## src/rtl/seg_pkg.sv

```systemverilog
// Shared constants for the multiplexed seven-segment display: digit count,
// blank/dash patterns and the BCD-to-segment lookup (active-low {g,f,e,d,c,b,a}).
package seg_pkg;

    localparam int NUM_DIGITS = 7;

    localparam logic [6:0] SEG_BLANK = 7'h7F;
    localparam logic [6:0] SEG_DASH  = 7'h3F;

    // Full 16-entry table so every nibble decodes; 10..15 render as a dash.
    localparam logic [6:0] BCD_SEG [16] = '{
        7'h40, 7'h79, 7'h24, 7'h30, 7'h19, 7'h12, 7'h02, 7'h78,
        7'h00, 7'h10, SEG_DASH, SEG_DASH, SEG_DASH, SEG_DASH, SEG_DASH, SEG_DASH
    };

endpackage

```

## src/rtl/bcd_to_seg.sv

```systemverilog
// Combinational BCD nibble to active-low segment decoder.
module bcd_to_seg (
    input  logic [3:0] bcd,
    output logic [6:0] seg_n
);
    import seg_pkg::*;

    always_comb begin
        seg_n = BCD_SEG[bcd];
    end

endmodule

```

## src/rtl/seg_display.sv

```systemverilog
// Multiplexed seven-segment display driver with frame-synchronous content
// updates, leading-zero suppression and per-digit blinking.
module seg_display #(
    parameter int NUM_DIGITS = seg_pkg::NUM_DIGITS,
    parameter int BLINK_HALF = 71
) (
    input  logic                    clk,
    input  logic                    rst,
    input  logic [2:0]              scan_idx,
    input  logic                    load,
    input  logic [4*NUM_DIGITS-1:0] data,
    input  logic [NUM_DIGITS-1:0]   dp_in,
    input  logic [NUM_DIGITS-1:0]   blink_en,
    input  logic                    blank_lz,
    output logic [6:0]              seg_n,
    output logic                    dp_n,
    output logic [NUM_DIGITS-1:0]   dig_n,
    output logic                    upd_done
);
    import seg_pkg::*;

    localparam int         CNT_W    = (BLINK_HALF > 1) ? $clog2(BLINK_HALF) : 1;
    localparam logic [2:0] LAST_IDX = 3'(NUM_DIGITS - 1);

    logic [2:0]              idx_q;
    logic                    pend;
    logic [4*NUM_DIGITS-1:0] pend_data;
    logic [4*NUM_DIGITS-1:0] disp_data;
    logic [NUM_DIGITS-1:0]   pend_dp;
    logic [NUM_DIGITS-1:0]   pend_blink;
    logic [NUM_DIGITS-1:0]   disp_dp;
    logic [NUM_DIGITS-1:0]   disp_blink;
    logic [CNT_W-1:0]        frame_cnt;
    logic                    blink_phase;

    logic                    boundary;
    logic                    commit;
    logic                    lz_acc;
    logic [NUM_DIGITS-1:0]   lead_zero;
    logic [3:0]              cur_bcd;
    logic                    cur_dp;
    logic                    cur_blink;
    logic                    cur_lz;
    logic                    cur_valid;
    logic                    blank;
    logic [6:0]              dec_seg;
    logic [6:0]              seg_next;
    logic                    dp_next;
    logic [NUM_DIGITS-1:0]   dig_next;

    assign boundary = (idx_q == LAST_IDX) && (scan_idx == 3'd0);
    assign commit   = boundary && pend;

    // A load coinciding with a commit still sees the old pending contents
    // on the right-hand side, so the old data commits and the new data is kept.
    always_ff @(posedge clk) begin
        if (rst) begin
            idx_q       <= '0;
            pend        <= 1'b0;
            pend_data   <= '0;
            pend_dp     <= '0;
            pend_blink  <= '0;
            disp_data   <= '0;
            disp_dp     <= '0;
            disp_blink  <= '0;
            frame_cnt   <= '0;
            blink_phase <= 1'b0;
            upd_done    <= 1'b0;
        end else begin
            idx_q    <= scan_idx;
            upd_done <= commit;
            if (commit) begin
                disp_data  <= pend_data;
                disp_dp    <= pend_dp;
                disp_blink <= pend_blink;
            end
            if (load) begin
                pend_data  <= data;
                pend_dp    <= dp_in;
                pend_blink <= blink_en;
                pend       <= 1'b1;
            end else if (commit) begin
                pend <= 1'b0;
            end
            if (boundary) begin
                if (frame_cnt == CNT_W'(BLINK_HALF - 1)) begin
                    frame_cnt   <= '0;
                    blink_phase <= ~blink_phase;
                end else begin
                    frame_cnt <= frame_cnt + 1'b1;
                end
            end
        end
    end

    // lead_zero[i] is set when digits NUM_DIGITS-1 down to i are all zero.
    always_comb begin
        lz_acc    = 1'b1;
        lead_zero = '0;
        cur_bcd   = '0;
        cur_dp    = 1'b0;
        cur_blink = 1'b0;
        cur_lz    = 1'b0;
        cur_valid = 1'b0;
        dig_next  = '1;
        for (int i = NUM_DIGITS - 1; i >= 0; i--) begin
            lz_acc       = lz_acc && (disp_data[4*i +: 4] == 4'd0);
            lead_zero[i] = lz_acc;
        end
        for (int i = 0; i < NUM_DIGITS; i++) begin
            if (idx_q == 3'(i)) begin
                cur_valid   = 1'b1;
                cur_bcd     = disp_data[4*i +: 4];
                cur_dp      = disp_dp[i];
                cur_blink   = disp_blink[i];
                cur_lz      = (i != 0) && lead_zero[i];
                dig_next[i] = 1'b0;
            end
        end
    end

    bcd_to_seg u_dec (
        .bcd   (cur_bcd),
        .seg_n (dec_seg)
    );

    assign blank    = !cur_valid || (blank_lz && cur_lz) || (cur_blink && blink_phase);
    assign seg_next = blank ? SEG_BLANK : dec_seg;
    assign dp_next  = blank ? 1'b1 : ~cur_dp;

    always_ff @(posedge clk) begin
        if (rst) begin
            seg_n <= SEG_BLANK;
            dp_n  <= 1'b1;
            dig_n <= '1;
        end else begin
            seg_n <= seg_next;
            dp_n  <= dp_next;
            dig_n <= dig_next;
        end
    end

endmodule

```

## config.mk

```make
export PLATFORM = sky130hd
export DESIGN_NAME = seg_display
export DESIGN_NICKNAME = d
export VERILOG_FILES = /design/src/rtl/seg_pkg.sv /design/src/rtl/bcd_to_seg.sv /design/src/rtl/seg_display.sv
export SDC_FILE = /design/constraint.sdc
export NUM_CORES = 1
export LEC_CHECK = 0
export CORE_MARGIN = 4
export CORE_UTILIZATION = 25
export CTS_CLUSTER_DIAMETER = 50
export DETAILED_ROUTE_END_ITERATION = 10
export RECOVER_POWER = 100
export SLEW_MARGIN = 20
export SYNTH_ARGS = -nofsm -noshare
export SYNTH_HDL_FRONTEND = slang
export SYNTH_HIERARCHICAL = 1
export SYNTH_SLANG_ARGS = --single-unit
```

## constraint.sdc

```tcl
create_clock -name clk -period 3.6 [get_ports clk]
set_clock_uncertainty 0.15 [all_clocks]
set_input_delay 0.9 -clock clk [delete_from_list [all_inputs] [get_ports clk]]
set_output_delay 0.9 -clock clk [all_outputs]
set_load 0.05 [all_outputs]
```

# Word level (Yosys, flattened, before mapping)
# Memory sizes are Yosys's and may differ from the RTL's. A register that Yosys moved wholly into a read port is not among the register bits.
# Index checks and enable logic that the tools add are counted.
[word_totals]
register_bits = 105
rom_bits = 112
input_bits = 49
out_inout_bits = 16
mem_count = 1
[memory_table]
columns = ["name", "words", "word_bits", "read_ports", "rd_clocked_by_memory_dff", "write_ports", "line", "rtl"]
rows = [
  ["(name not given)", 16, 7, 1, 1, 0, "bcd_to_seg.sv:9", "seg_n = BCD_SEG[bcd];"],
]
[op_classes]
add_sub_neg = 1
eq_ne = 7
muxes = 44
n_bitwise = 3
reduce_logical = 23
[ops]
columns = ["cell", "count"]
rows = [
  ["2-to-1 mux 1 bit", 36],
  ["2-to-1 mux 4 bit", 7],
  ["logical NOT 4 bit", 6],
  ["equality test 3 bit (second input constant)", 3],
  ["logical AND 1 bit", 9],
  ["adder 7 x 1 -> 7 bit (second input constant)", 1],
  ["equality test 7 bit (second input constant)", 1],
  ["2-to-1 mux 7 bit", 1],
  ["equality test 3 x 2 -> 1 bit (second input constant)", 2],
  ["logical NOT 3 bit", 2],
  ["inverter 4 -> 5 bit", 1],
  ["equality test 3 x 1 -> 1 bit (second input constant)", 1],
  ["logical OR 1 bit", 2],
  ["inverter 1 bit", 2],
  ["AND reduction 2 bit", 1],
  ["nonzero test 2 bit", 1],
  ["OR reduction 2 bit", 1],
  ["logical NOT 1 bit", 1],
]

# Depth between registers and ports, before layout
# Gate-level depths: netlist of the first run.
[depth]
depth_word = 16
depth_mapped = 11

# Hierarchy
# Netlist of the first run, hierarchy kept.
[by_module_without_submodules]
columns = ["mod", "n_inst", "cells_each", "area_per_inst_um2"]
rows = [
  ["seg_display", 1, 473, 4370.4],
  ["bcd_to_seg", 1, 33, 205.2],
]

# Worst setup path after synthesis of the first run
# OpenSTA, ideal clock, no wires.
[synth_timing]
path_kind = "flip-flop to flip-flop"
startpoint = "reg idx_q[0]"
endpoint = "reg seg_n[5]"
arrival_ps = 2444
t_required_ps = 3330
setup_slack_ps = 886
path_stages_with_launch = 10
path_buffers = 2
synth_period_minus_slack_ps = 2714
path_cell_list = "dfxtp_1 buf_2 buf_2 mux4_1 mux2_2 ha_1 or2b_1 a21oi_1 nor2_1 or2_1"
[synth_lines]
columns = ["item", "line", "rtl"]
rows = [
  ["from (decl)", "seg_display.sv:25", "logic [2:0] idx_q;"],
  ["from (signal assigned)", "seg_display.sv:70", "idx_q <= scan_idx;"],
  ["logical NOT 3 bit", "seg_display.sv:111", "if (idx_q == 3'(i)) begin"],
  ["2-to-1 mux 4 bit (6 in series)", "seg_display.sv:111", ""],
  ["2-to-1 mux 4 bit *", "seg_display.sv:111", ""],
  ["net cur_bcd[0]", "seg_display.sv:40", "logic [3:0] cur_bcd;"],
  ["inverter 4 -> 5 bit (implied by the code) *", "bcd_to_seg.sv:9", ""],
  ["to (decl)", "seg_display.sv:15", "output logic [6:0] seg_n,"],
]
# The timed path passes the listed nets; every way through them passes the cells marked *.
# A chain may end at the register's enable or synchronous reset.

# Worst setup path in the final report of the first run
[layout_timing]
startpoint = "in scan_idx[1]"
endpoint = "reg disp_data[13]"
[layout_via]
elab_chain_cells = 3
[layout_rtl]
columns = ["item", "line", "rtl"]
rows = [
  ["from (decl)", "seg_display.sv:9", "input logic [2:0] scan_idx,"],
  ["logical NOT 3 bit", "seg_display.sv:51", "assign boundary = (idx_q == LAST_IDX) && (scan_idx == 3'd0);"],
  ["logical AND 1 bit", "seg_display.sv:51", ""],
  ["logical AND 1 bit", "seg_display.sv:52", "assign commit = boundary && pend;"],
  ["to (signal assigned)", "seg_display.sv:73", "disp_data <= pend_data;"],
  ["to (decl)", "seg_display.sv:28", "logic [4*NUM_DIGITS-1:0] disp_data;"],
]
# Every way passes these cells.

==> results of run 1 <==
==> final timing paths <==
kind                        end  slack, ps  depth (start not counted)
setup / recovery  disp_data[13]        690                          7
hold / removal    disp_blink[4]        310                          2
setup reg to reg  disp_data[13]        900                          6
hold reg to reg   disp_blink[4]        310                          2
==> placed cells by master, fill, tap and decap left out, types with 4 or more instances in the layout <==
cell type / synthesis / final
dfxtp_1: 112 / 112
nand2_1: 106 / 106
nor2_1: 63 / 63
mux2i_1: 49 / 49
a21oi_1: 49 / 49
clkdlybuf4s50_1: 0 / 45
dlygate4sd3_1: 0 / 17
clkbuf_16: 0 / 9
o21ai_0: 8 / 8
or2_1: 8 / 8
ha_1: 7 / 7
inv_1: 6 / 6
mux2_2: 5 / 5
nor3_1: 5 / 5
nand2b_1: 5 / 5
nor2b_1: 5 / 5
nand3_1: 4 / 4
clkbuf_1: 14 / 4
==> critical path, cell delays in order <==
cell	delay (ps)
dlygate4sd3_1	550
nor3_1	270
and3_1	330
nand2_1	80
clkbuf_2	500
nand2_1	220
a21oi_1	90
==> stage by stage <==
step,utilization (%),instance area (µm²)
after detailed placement,30.0,5380
after floorplan,-,4580
after global placement,30.0,5380
final,31.4,5650
after CTS,31.7,5690
after global routing,31.4,5650
==> sequential cells by signal (all words and copies together) (netlist names) <==
signal,count
disp_data,28
pend_data,28
dig_n,7
disp_blink,7
disp_dp,7
frame_cnt,7
pend_blink,7
pend_dp,7
seg_n,7
idx_q,3
blink_phase,1
dp_n,1
pend,1
upd_done,1
==> area by class of cell <==
class | count | area share, %
clock buffers | 10 | 4.23
clock inverters | 6 | 1.17
inverters | 6 | 0.399
multi-input cells | 355 | 37.2
flip-flops and latches | 112 | 39.7
well taps | 229 | 5.07
repair buffers | 72 | 12.2
==> power by group through the flow <==
stage | Combinational, µW | Sequential [µW] | Clock, µW
CTS | 218 | 1300 | 1050
floorplan | 102 | 1350 | 0
global route | 227 | 1310 | 1090
finish | 208 | 1300 | 1020
global placement | 216 | 1330 | 0
detailed placement | 217 | 1330 | 0
==> cell families (layout without fill, tap and decap cells) <==
kind of cell	after synthesis	in the layout	synth area share [%]
AND/OR/NAND/NOR	212	212	20.1
buffers and inverters	39	94	4.48
flip-flops	112	112	49.0
AO/OA/AOI/OAI	72	72	9.33
adder cells (fa/ha/maj)	7	7	1.91
multiplexers	58	58	14.0
XOR/XNOR	6	6	1.15
==> synthesized netlist by cell type, types with 4 or more instances <==
cell type,n
or2_1,8
nand2b_1,5
nor3_1,5
a21oi_1,49
mux2_2,5
inv_1,6
ha_1,7
o21ai_0,8
nand3_1,4
nand2_1,106
clkbuf_1,14
buf_2,6
buf_1,4
mux2i_1,49
buf_4,5
dfxtp_1,112
nor2b_1,5
nor2_1,63
==> metal layers <==
layer,routed length [µm],up-vias,GRT usage (%)
li1,-,1785,-
met1,5010,1564,13.8
met2,4690,51,15.4
met3,427,5,3.11
met4,55,0,3.42
met5,0,-,0
==> results_dict.tcl, run 1 <==
set metrics [dict create \
    die_area_um2 20500 \
    ys.flop_type "dfxtp_1" \
    wl_per_cell_um 12.9 \
    port_buffers 64 \
    ys_ff_latch 112 \
    worstSkewPairLatency_ps 350 \
    p_switching_uw 586 \
    postRouteAntennaNets 0 \
    nNetsFinal 612 \
    drt-vias-per-instance 4.31 \
    pre_cts_ws_ps 599 \
    fin_ws_ps 692 \
    total_power_uw 2520 \
    yosysUniqueCellTypes 49 \
    num_io_pins 65 \
    leakage_uw 0.00210 \
    instances_no_fill 790 \
    synth_warnings 6 \
    p_per_area_nw_per_um2 447 \
    final.period_utilization_pct 80.8 \
    critical_path_class "input pin to flop" \
    drc 0 \
    clk_pin_slew_ps 70 \
    antenna_found_initial 0 \
    slew_headroom_pct 18.8 \
    switching_share_pct 23.2 \
    drive_gt1_share_pct 6.24 \
    vias 3405 \
    hold_viol_final 0 \
    hold_class "flop to flop" \
    cts_tree "built" \
    fin_setup_tns_ps 0 \
    cts_buffer_depth 2 \
    n_antenna_cell 0 \
    cts_buffers 9 \
    hold_slack_ps 306 \
    regArea_um2 2240 \
    grt_max_degree 55 \
    cts_root_buf "clkbuf_16" \
    r2r-start "idx_q[2]" \
    p_int_uw 1940 \
    peakVddDrop_mv 0.250 \
    comb_power_share_pct 8.2 \
    routed_wl_um 10200 \
    synth.top_cell.area_share_pct 49.0 \
    num-fill-cells 1883 \
    synthCells 506 \
    grt_overflow 0 \
    yosysTopAreaCell "dfxtp_1" \
    initial_utilization_pct 25.5 \
    worst_setup_path_end_kind "flop" \
    core-area_um2 18000 \
    setup_viol 0 \
    fin_crit_ps 2910 \
    grtUsageTotal_pct 10.2 \
    cp-start-kind "input pin" \
    die_x_um 143 \
    netlist_top_cells_area "dfxtp_1, mux2i_1, nand2_1, a21oi_1, nor2_1" \
    max_slew.worst_pin.slew_ps 1220 \
    grt_first_pass_wirelength_um 16600 \
    synth_edf_count 0 \
    grt_pass1_vias 3247 \
    status "finished clean" \
    async_flop_share_pct 0 \
    rsz0062_at_grt "no" \
    area_growth_pct 23.4 \
    cts-hold-fix-buffers 0 \
    power.share.clock_pct 40.2 \
    placedCellCount 774 \
    post_cts_buffers 0 \
    syn-num-nets 562 \
    cts_max_level 3 \
    initialDrtViolationCount 181 \
    yosysSeqAreaShare_pct 49.0 \
    path_max_fanout 43 \
    critPathLaunch "scan_idx[1]" \
    cp_data_arrival_time_ps 2950 \
    slew_violations 0 \
    placementRows 49 \
    multi_input_area_um2 2100 \
    clock_sinks 112 \
    place.gp.congestion 0.783 \
    worst_ep_required_time_ps 3640 \
    drt-pass1-iter-count 4 \
    syn_avg_cell_area_um2 9.04 \
    holdCritStartpoint "disp_blink[4]" \
    die_y_um 143 \
    synth_area_um2 4580 \
    timing.fmax_mhz 344 \
    hpwlAfterDp_um 7280 \
    max_cap_violations 0 \
    ctsResizeCount 0 \
    seq_power_share_pct 51.5 \
]
Power figures use the tool's default switching activity.
==> run 2: changes to the inputs <==
==> constraint.sdc (replaced) <==
create_clock -name clk -period 2.7 [get_ports clk]
set_clock_uncertainty 0.15 [all_clocks]
set_input_delay 0.675 -clock clk [delete_from_list [all_inputs] [get_ports clk]]
set_output_delay 0.675 -clock clk [all_outputs]
set_load 0.05 [all_outputs]
==> run 2 against run 1 <==
Effect of this change: the run now ends with capacitance limit, slew limit left; die area unchanged; critical path depth unchanged; worst hold slack got worse by 1.4 ps; register-to-register slack got worse by 740 ps; sequential share of layout area about the same; worst setup slack got worse by 530 ps; combinational power increased by 34%; clock power increased by 30%; core utilization about the same; sequential cell count unchanged; largest cell class unchanged.
==> results_dict.tcl, run 2 (synthesis results as in run 1) <==
set metrics [dict create \
    hold_class "flop to flop" \
    top_regs "disp_data: 28 flops, pend_data: 28 flops" \
    hpwlAfterDp_um 7240 \
    mostFrequentLayoutCell "dfxtp_1" \
    core-area_um2 18000 \
    drive_gt1_share_pct 6.95 \
    wl_per_cell_um 13.1 \
    violations "capacitance limit, slew limit" \
    cp_slowest_cell "mux4_1" \
    path_max_fanout 5 \
    vias 3445 \
    cts-hold-fix-buffers 0 \
    antenna_found_initial 0 \
    grt_overflow 0 \
    num_io_pins 65 \
    placedCellCount 774 \
    ctsResizeCount 0 \
    layout_common_cells "dfxtp_1, nand2_1, nor2_1" \
    clk_pin_slew_ps 70 \
    worst_ep_required_time_ps 2780 \
    fin_util_pct 31.4 \
    worst_setup_path_end_kind "flop" \
    max_slew.worst_pin.slew_ps 1710 \
    drt-pass1-iter-count 4 \
    timing.fmax_mhz 393 \
    die_x_um 143 \
    grt_max_degree 95 \
    critPathMaxStageDelay_ps 600 \
    setup_viol 0 \
    rsz0062_at_grt "no" \
    r2r_slack_ps 160 \
    drc 0 \
    n_antenna_cell 0 \
    hold_viol_final 0 \
    placementRows 49 \
    peakVddDrop_mv 0.330 \
    post-route-cell-area_um2 5650 \
    place.gp.congestion 0.758 \
    drt-vias-per-instance 4.36 \
    die_y_um 143 \
    fin_setup_tns_ps 0 \
    die_area_um2 20500 \
    placed_area_um2 5410 \
    path_cells "mux4_1 -> mux2_1 -> ha_1 -> or2b_1 -> a21oi_1 -> nor2_1 -> or2_1" \
    cts_root_buf "clkbuf_16" \
    routed_wl_um 10400 \
    status "finished, violations left" \
    cts_max_level 3 \
    cts_tree "built" \
    initialDrtViolationCount 222 \
    nNetsFinal 612 \
    num-fill-cells 1904 \
    grtUsageTotal_pct 10.3 \
    cts_buffers 9 \
    grt_first_pass_wirelength_um 16900 \
    grt_pass1_vias 3309 \
    max_cap_violations 1 \
    p_per_area_nw_per_um2 592 \
    regArea_um2 2240 \
    final.period_utilization_pct 94.2 \
    worstSkewPairLatency_ps 350 \
    cp_data_arrival_time_ps 2620 \
    leakage_uw 0.00211 \
    postRouteAntennaNets 0 \
    initial_utilization_pct 25.5 \
    instances_no_fill 790 \
    total_power_uw 3340 \
    slew_headroom_pct -13.8 \
    port_buffers 64 \
    cts_buffer_depth 2 \
    multi_input_area_um2 2110 \
    slew_violations 95 \
    post_cts_buffers 0 \
    clock_sinks 112 \
    area_growth_pct 23.5 \
    critical_path_class "flop to flop" \
    cp-start-kind "flop" \
    fin_crit_ps 2540 \
]
==> run 2: metal layers <==
| metal | vias to the layer above | routed length (µm) | track usage (%) |
|---|---|---|---|
| li1 | 1791 | - | - |
| met1 | 1589 | 4750 | 13.1 |
| met2 | 56 | 4860 | 16.6 |
| met3 | 9 | 635 | 3.82 |
| met4 | 0 | 111 | 2.87 |
| met5 | - | 0 | 0 |
==> run 2: final timing paths <==
path	startpoint	end	depth (start not counted)
max	idx_q[0]	seg_n[5]	7
min	pend_data[15]	disp_data[15]	2
max reg2reg	idx_q[0]	seg_n[5]	7
min reg2reg	pend_data[15]	disp_data[15]	2
==> run 2: stage by stage <==
stage / setup slack, ps / hold WS, ps
after floorplan: 37.5 / 281
after global placement: 197 / 291
after detailed placement: 162 / 294
after CTS: 194 / 304
after global routing: 5.79 / 320
final: 158 / 304
==> run 2: worst max-delay path, delay by kind of cell, from the launching register on <==
kind                       cells  cell delay (ps)
adders and majority gates      1              230
muxes                          2              960
DFF                            1              480
AOI/OAI and AO/OA              1              140
and+or+nand+nor                3              470
==> run 2: cell type report <==
cell class | count | share of cell area (%)
Timing Repair Buffer | 72 | 12.3
Tap cell | 229 | 5.07
Clock inverter | 6 | 1.17
Sequential cell | 112 | 39.7
Inverter | 6 | 0.399
Multi-Input combinational cell | 355 | 37.3
Clock buffer | 10 | 4.05
==> run 2: power breakdown <==
group | internal (µW) | switching, µW | leakage [µW] | total [µW]
logic | 139 | 140 | 0.00104 | 279
clock network | 726 | 604 | 0.000147 | 1330
registers | 1700 | 32.2 | 0.000915 | 1730
==> run 3: changes to the inputs <==
--- a/config.mk
+++ b/config.mk
@@ -6,9 +6,10 @@
 export NUM_CORES = 1
 export LEC_CHECK = 0
 export CORE_MARGIN = 4
-export CORE_UTILIZATION = 25
+export CORE_UTILIZATION = 45
 export CTS_CLUSTER_DIAMETER = 50
 export DETAILED_ROUTE_END_ITERATION = 10
+export PLACE_DENSITY = 0.68
 export RECOVER_POWER = 100
 export SLEW_MARGIN = 20
 export SYNTH_ARGS = -nofsm -noshare
==> run 3 against run 2 <==
Effect of this change: the flow still finishes with violations (capacitance limit, slew limit); maximum frequency is 3.1% higher; worst hold slack better by 5.7 ps; clock power is 27% lower; cell area is 3.3% lower; highest routed layer unchanged; non-clock buffer count is 1 higher; via count is 0.52% higher; first-iteration DRC count is 57% lower; largest power group unchanged; die area is 42% lower; total power is 11% lower.
==> results_dict.tcl, run 3 (synthesis results as in run 1) <==
set metrics [dict create \
    cts_max_level 3 \
    grt_overflow 0 \
    setup_viol 0 \
    fin_crit_ps 2470 \
    leakage_uw 0.00207 \
    drive_gt1_share_pct 6.95 \
    comb_power_share_pct 9.2 \
    grt_pass1_vias 3329 \
    regArea_um2 2240 \
    num-fill-cells 947 \
    path_cells "nor2b_2 -> and3_1 -> and2_1 -> clkbuf_2 -> nand2_1 -> a21oi_1" \
    placementRows 36 \
    p_int_uw 2290 \
    cp_data_arrival_time_ps 2600 \
    instances_no_fill 694 \
    initial_utilization_pct 46.6 \
    peakVddDrop_mv 0.219 \
    clk_pin_slew_ps 100 \
    placed_area_um2 5310 \
    p_per_area_nw_per_um2 546 \
    mostFrequentLayoutCell "dfxtp_1" \
    multi_input_area_um2 2110 \
    post-route-cell-area_um2 5460 \
    grtUsageTotal_pct 16.5 \
    slew_headroom_pct -6.48 \
    nNetsFinal 613 \
    cts_tree "built" \
    power.share.clock_pct 32.6 \
    placedCellCount 679 \
    total_power_uw 2980 \
    fin_ws_ps 234 \
    drt-pass1-iter-count 5 \
    worstSkewPairLatency_ps 370 \
    critical_path_class "flop to flop" \
    postRouteAntennaNets 0 \
    cts_root_buf "clkbuf_8" \
    num_io_pins 65 \
    cp_slowest_cell "dfxtp_1" \
    worst_setup_path_end_kind "flop" \
    cp-start-kind "flop" \
    rsz0062_at_grt "no" \
    path_max_fanout 16 \
    violations "capacitance limit, slew limit" \
    initialDrtViolationCount 96 \
    vias 3463 \
    hold_viol_final 0 \
    die_area_um2 11800 \
    clock_sinks 112 \
    antenna_found_initial 0 \
    hold_class "flop to flop" \
    layout_common_cells "dfxtp_1, nand2_1, nor2_1" \
    worst_ep_required_time_ps 2830 \
    die_x_um 109 \
    pre_cts_ws_ps 123 \
    fin_setup_tns_ps 0 \
    grt_max_degree 95 \
    port_buffers 64 \
    place.gp.congestion 0.857 \
    slew_violations 95 \
    cts_buffer_depth 2 \
    seq_power_share_pct 58.2 \
    die_y_um 109 \
    hpwlAfterDp_um 6580 \
    top_regs "disp_data: 28 flops, pend_data: 28 flops" \
    status "finished, violations left" \
    grt_first_pass_wirelength_um 15600 \
    n_antenna_cell 0 \
    area_growth_pct 19.3 \
    final.period_utilization_pct 91.3 \
    max_slew.worst_pin.slew_ps 1600 \
    critPathMaxStageDelay_ps 720 \
    p_switching_uw 693 \
    drt-vias-per-instance 4.99 \
    switching_share_pct 23.2 \
    core-area_um2 9820 \
    post_cts_buffers 0 \
    timing.fmax_mhz 405 \
    cts_buffers 9 \
    routed_wl_um 9330 \
    max_cap_violations 1 \
    drc 0 \
    wl_per_cell_um 13.4 \
]
-- run 3: final cells by class --
type	instances	share of cell area, %
Tap cell	133	3.05
Multi-Input combinational cell	355	38.7
Timing Repair Buffer	73	13.4
Sequential cell	112	41.1
Clock buffer	12	2.66
Inverter	6	0.412
Clock inverter	3	0.779
-- run 3: metal layers --
layer | vias up | track usage (%) | wire length [µm]
li1 | 1789 | - | -
met1 | 1589 | 22.2 | 4530
met5 | - | 0 | 0
met4 | 0 | 5.95 | 136
met3 | 12 | 3.43 | 418
met2 | 73 | 26.4 | 4240
-- run 3: per-stage QoR --
step,utilization [%],hold slack (ps)
after floorplan,-,281
after global placement,54.1,289
after detailed placement,54.1,298
after CTS,56.0,311
after global routing,55.6,326
final,55.6,310
-- run 3: power groups by stage --
stage | logic [µW] | clock network [µW] | registers, µW
after floorplan | 137 | 0 | 1800
after global placement | 281 | 0 | 1770
after detailed placement | 286 | 0 | 1770
after CTS | 287 | 999 | 1740
after global routing | 300 | 1060 | 1740
final | 276 | 973 | 1740
-- run 3: what timing repair did --
item                                    in CTS  in global routing
endpoints found under the setup margin       0                  2
resized for setup                            0                  1
hold endpoints to repair                     0                  0
hold buffers                                 0                  0
-- run 3: worst paths after layout --
check / from / to / slack (ps) / depth (start not counted)
worst max-delay path: idx_q[1] / disp_data[14] / 230 / 6
worst min-delay path: disp_blink[0] / disp_blink[0] / 310 / 2
worst max register to register: idx_q[1] / disp_data[14] / 230 / 6
worst min register to register: disp_blink[0] / disp_blink[0] / 310 / 2
-- run 3: worst max-delay path, delay by kind of cell (launching register included) --
| kind | cells | cell delay, ps |
|---|---|---|
| simple gates | 4 | 1160 |
| compound gates | 1 | 110 |
| flops | 1 | 720 |
| buf+inv | 1 | 230 |
